$ cat config.mk
export PLATFORM = sky130hd
export DESIGN_NAME = load_store_unit
export DESIGN_NICKNAME = d
export VERILOG_FILES = /design/src/rtl/load_store_unit.sv
export SDC_FILE = /design/constraint.sdc
export NUM_CORES = 1
export LEC_CHECK = 0
export CAP_MARGIN = 5
export CORE_MARGIN = 1.5
export CORE_UTILIZATION = 39
export CTS_CLUSTER_DIAMETER = 50
export DETAILED_ROUTE_END_ITERATION = 10
export PLACE_DENSITY = 0.76
export SYNTH_ARGS = -nofsm -noshare
export SYNTH_HDL_FRONTEND = slang
export SYNTH_SLANG_ARGS = --single-unit
export TNS_END_PERCENT = 100
$ cat constraint.sdc
create_clock -name clk -period 3.2 [get_ports clk]
set_clock_uncertainty 0.1 [all_clocks]
set_input_delay 0.64 -clock clk [delete_from_list [all_inputs] [get_ports clk]]
set_output_delay 0.64 -clock clk [all_outputs]
set_load 0.1 [all_outputs]
$ cat src/rtl/load_store_unit.sv
//==============================================================================
// Module      : load_store_unit
// Description : Single-outstanding load/store sequencer between decode, memory
//               and the register file write port. Optional request timeout
//               (with sticky err output) when LSU_TIMEOUT_EN is defined.
// Revision    : 1.0 - initial release
//==============================================================================
`default_nettype none

module load_store_unit #(
  parameter int DW             = 8,
  parameter int AW             = 8,
  parameter int RW             = 2,
  parameter int TIMEOUT_CYCLES = 16
) (
  input  logic          clk,
  input  logic          rst_n,
  input  logic          start,
  input  logic          is_store,
  input  logic [RW-1:0] dest_reg,
  input  logic [AW-1:0] addr_in,
  input  logic [DW-1:0] wdata_in,
  output logic          busy,
  output logic          mem_req,
  output logic          mem_we,
  output logic [AW-1:0] mem_addr,
  output logic [DW-1:0] mem_wdata,
  input  logic          mem_ack,
  input  logic [DW-1:0] mem_rdata,
  output logic          wb_enable,
  output logic [RW-1:0] wb_addr,
  output logic [DW-1:0] wb_data,
`ifdef LSU_TIMEOUT_EN
  output logic          err,
`endif
  output logic          done
);

  typedef enum logic [1:0] {
    S_IDLE = 2'd0,
    S_REQ  = 2'd1,
    S_WB   = 2'd2,
    S_FIN  = 2'd3
  } state_t;

  state_t        r_state, w_state_nxt;
  logic          r_is_store, w_is_store;
  logic [RW-1:0] r_dest, w_dest;
  logic          w_busy, w_mem_req, w_mem_we, w_wb_enable, w_done;
  logic [AW-1:0] w_mem_addr;
  logic [DW-1:0] w_mem_wdata, w_wb_data;
  logic [RW-1:0] w_wb_addr;

`ifdef LSU_TIMEOUT_EN
  localparam logic [7:0] c_tlimit = 8'(TIMEOUT_CYCLES - 1);
  logic [7:0] r_tcnt, w_tcnt;
  logic       w_err;
`endif

  // Every output is computed one cycle ahead so it leaves a flop.
  always_comb begin
    w_state_nxt = r_state;
    w_is_store  = r_is_store;
    w_dest      = r_dest;
    w_mem_req   = 1'b0;
    w_mem_we    = 1'b0;
    w_mem_addr  = mem_addr;
    w_mem_wdata = mem_wdata;
    w_wb_enable = 1'b0;
    w_wb_addr   = wb_addr;
    w_wb_data   = wb_data;
    w_done      = 1'b0;
`ifdef LSU_TIMEOUT_EN
    w_tcnt      = r_tcnt;
    w_err       = err;
`endif
    unique case (r_state)
      S_IDLE: begin
        if (start) begin
          w_state_nxt = S_REQ;
          w_is_store  = is_store;
          w_dest      = dest_reg;
          w_mem_req   = 1'b1;
          w_mem_we    = is_store;
          w_mem_addr  = addr_in;
          w_mem_wdata = wdata_in;
`ifdef LSU_TIMEOUT_EN
          w_tcnt      = 8'd0;
          w_err       = 1'b0;
`endif
        end
      end
      S_REQ: begin
        if (mem_ack) begin
          w_done = 1'b1;
          if (r_is_store) begin
            w_state_nxt = S_FIN;
          end else begin
            w_state_nxt = S_WB;
            w_wb_enable = 1'b1;
            w_wb_addr   = r_dest;
            w_wb_data   = mem_rdata;
          end
`ifdef LSU_TIMEOUT_EN
        end else if (r_tcnt == c_tlimit) begin
          // Abort: finish without writeback and flag the error.
          w_state_nxt = S_FIN;
          w_done      = 1'b1;
          w_err       = 1'b1;
        end else begin
          w_tcnt    = r_tcnt + 8'd1;
          w_mem_req = 1'b1;
          w_mem_we  = r_is_store;
        end
`else
        end else begin
          w_mem_req = 1'b1;
          w_mem_we  = r_is_store;
        end
`endif
      end
      S_WB, S_FIN: begin
        w_state_nxt = S_IDLE;
      end
      default: begin
        w_state_nxt = S_IDLE;
      end
    endcase
    w_busy = (w_state_nxt != S_IDLE);
  end

  always_ff @(posedge clk) begin
    if (!rst_n) begin
      r_state    <= S_IDLE;
      r_is_store <= 1'b0;
      r_dest     <= '0;
      busy       <= 1'b0;
      mem_req    <= 1'b0;
      mem_we     <= 1'b0;
      mem_addr   <= '0;
      mem_wdata  <= '0;
      wb_enable  <= 1'b0;
      wb_addr    <= '0;
      wb_data    <= '0;
      done       <= 1'b0;
`ifdef LSU_TIMEOUT_EN
      r_tcnt     <= 8'd0;
      err        <= 1'b0;
`endif
    end else begin
      r_state    <= w_state_nxt;
      r_is_store <= w_is_store;
      r_dest     <= w_dest;
      busy       <= w_busy;
      mem_req    <= w_mem_req;
      mem_we     <= w_mem_we;
      mem_addr   <= w_mem_addr;
      mem_wdata  <= w_mem_wdata;
      wb_enable  <= w_wb_enable;
      wb_addr    <= w_wb_addr;
      wb_data    <= w_wb_data;
      done       <= w_done;
`ifdef LSU_TIMEOUT_EN
      r_tcnt     <= w_tcnt;
      err        <= w_err;
`endif
    end
  end

endmodule

`default_nettype wire

==> qor.yml <==
outcome:
  outcome: "completed"
synth:
  netlist.area_leader.share_pct: 52.08
  synth_mux_area_share_pct: 20.98
  yosysWarnings: 0
  synthesis.area_um2: 1384
  yosysSeqAreaShare_pct: 52.08
  yosys.area_share.simple_pct: 20.80
  synth_xor_area_share_pct: 0
  synth_adder_area_share_pct: 0
  synth_top_cell_by_area: "dfxtp_1"
  avgSynthCellArea_um2: 9.544
  synth_area_leaders: "dfxtp_1, mux2i_1, nand2_1, buf_2, buf_12"
  synth_compound_area_share_pct: 0.9946
  syn_nets: 176
  ys_ff_latch: 36
  synth_cells: 145
  yosys.cell_types.count: 18
  synth_top_family_by_area: "multiplexers"
clock_tree:
  clkTransAtPathRegs_ps: 100
  cts_tree: "yes"
  cts_hold_buf: 0
  cts_root_buffer: "clkbuf_4"
  cts.sinks: 36
  insertion_delay_ps: 330
  cts_setup_buffers: 0
  cts_max_level: 2
  cts_made_buffers: 5
  cts-resized-gates: 0
  cts.path.max_buffers: 2
setup_path:
  cp_slowest_cell: "and4bb_1"
  critical_path_peak_fanout: 10
  cp_slowest_stage_delay_ps: 590
  r2r_start: "r_state[0]"
  arrival_ps: 2010
  r2r_setup_slack_ps: 1670
  crit_chain: "clkdlybuf4s50_1, and4bb_1, mux2i_1"
  endpoint_kind: "flop"
  critPathKind: "input port to flop"
  critPathBufInv: 1
  start_kind: "input port"
  crit_start: "mem_ack"
  critPathTopFamily: "simple AND/OR/NAND/NOR gates"
  required_ps: 3360
timing:
  fin_tns_setup_ps: 0
  min_period_ps: 1858
  setup_viol: 0
  maxSlewHeadroom_pct: 61.34
  post-route-period-util_pct: 58.05
  worstMarginPinSlew_ps: 579.8
  slew_violations: 0
  whs_ps: 361.5
  timing.fmax_mhz: 538.3
  final-hold-violation-count: 0
  rsz0062_at_grt: "false"
floorplanning:
  start_util_pct: 41.15
  coreArea_um2: 3363
  die_y_um: 62.57
  pin_count: 62
  dieArea_um2: 3914
  fp-row-count: 21
  die_w_um: 62.57
pwr:
  ir_drop_mv: 0.3351
  p_per_area_nw_per_um2: 529.7
  p_leak_uw: 0.0008534
final_layout:
  stdcell_count: 253
  num_antenna_cells: 0
  area_delta_synth_final_pct: 43.22
  fillCellCount: 333
  final_common_cell: "nand2_1"
  drive_gt1_share_pct: 19.81
  fin_nets: 237
  final_cell_mix: "nand2_1, dfxtp_1, buf_4, mux2i_1, clkdlybuf4s50_1"
hold_path:
  hp-start: "wb_data[1]"
  min_path_type: "flop to flop"
global_routing:
  grt_first_pass_wirelength_mm: 5.264
  gr-total-overflow: 0
  track_usage_pct: 17.31
  grt_pass1_vias: 1203
  grt_antenna_before_repair: 0
  grt_max_degree: 30
route:
  drc: 0
  wl_met2_mm: 1.530
  drt_wl_total_mm: 3.037
  drtIter0Drc: 21
  met1_length_mm: 1.229
  avgRoutedWirePerCell_um: 12.00
  drt_first_pass_iters: 4
  wl_met3_um: 228
  ant_nets: 0
  vias: 1177
  top_layer_used: "met4"
  vias_per_cell: 4.652
run:
  cap_violations: 0
placement:
  gp_congestion: 0.7720
  dpl.hpwl_mm: 2.255
  portBuffers: 61
  dp.cells: 245
## worst register-to-register path, delay by kind of cell (launching register included)
| kind | cells | cell delay (ps) |
|---|---|---|
| DFF | 1 | 470 |
| muxes | 1 | 270 |
| and+or+nand+nor | 1 | 620 |
## final timing paths
kind | to | depth (start not counted)
max | wb_data[4] | 3
min | wb_data[1] | 2
max reg2reg | wb_data[4] | 2
min reg2reg | wb_data[1] | 2
## logic make-up after synthesis
| family | count (synthesis) |
|---|---|
| AND/OR/NAND/NOR | 68 |
| buffers and inverters | 10 |
| multiplexers | 29 |
| flip-flops | 36 |
| AO/OA/AOI/OAI | 2 |
## metal layers
| metal | vias to the layer above | GRT usage, % |
|---|---|---|
| met4 | 0 | 6.667 |
| met2 | 42 | 31.32 |
| met3 | 6 | 7.207 |
| met5 | - | 0 |
| met1 | 536 | 17.61 |
| li1 | 593 | - |
## power by group
part           internal, uW  switching (uW)  total [uW]
clock                   108             138         247
sequential              475            15.5         491
combinational          90.5             222         312
## flip-flops by register name (all words and copies together), names as in the netlist
| register | flops |
|---|---|
| mem_wdata | 8 |
| wb_addr | 2 |
| r_state | 2 |
| mem_we | 1 |
| wb_enable | 1 |
| r_is_store | 1 |
| busy | 1 |
| wb_data | 8 |
| mem_addr | 8 |
| r_dest | 2 |
| done | 1 |
| mem_req | 1 |
## synthesized netlist by cell type (all sizes together)
cell and count:
mux2i 29, nor3b 2, and4bb 1, buf 8, dfxtp 36, nand2b 1
nand3b 2, inv 1, a21oi 1, nand2 57, nor3 1, nor2 4
a311oi 1, clkbuf 1
## layout make-up
cell class	count	area [um^2]	area share, %
timing repair buffer	63	543.0	27.40
clock buffer	8	58.81	2.967
inverter	1	3.754	0.1894
sequential	36	720.7	36.36
multi-input combinational	99	598.1	30.18
tap	46	57.56	2.904
## metrics by stage
stage / instance area (um^2) / total power, uW / setup WS, ps / utilization (%)
after floorplan: 1384 / 734.2 / 1536 / -
after global placement: 1923 / 809.5 / 1073 / 57.18
after detailed placement: 1923 / 815.2 / 981.1 / 57.18
after CTS: 1982 / 1064 / 1347 / 58.93
after global routing: 1982 / 1107 / 1298 / 58.93
final: 1982 / 1050 / 1342 / 58.93
(Power assumes the default switching activity.)
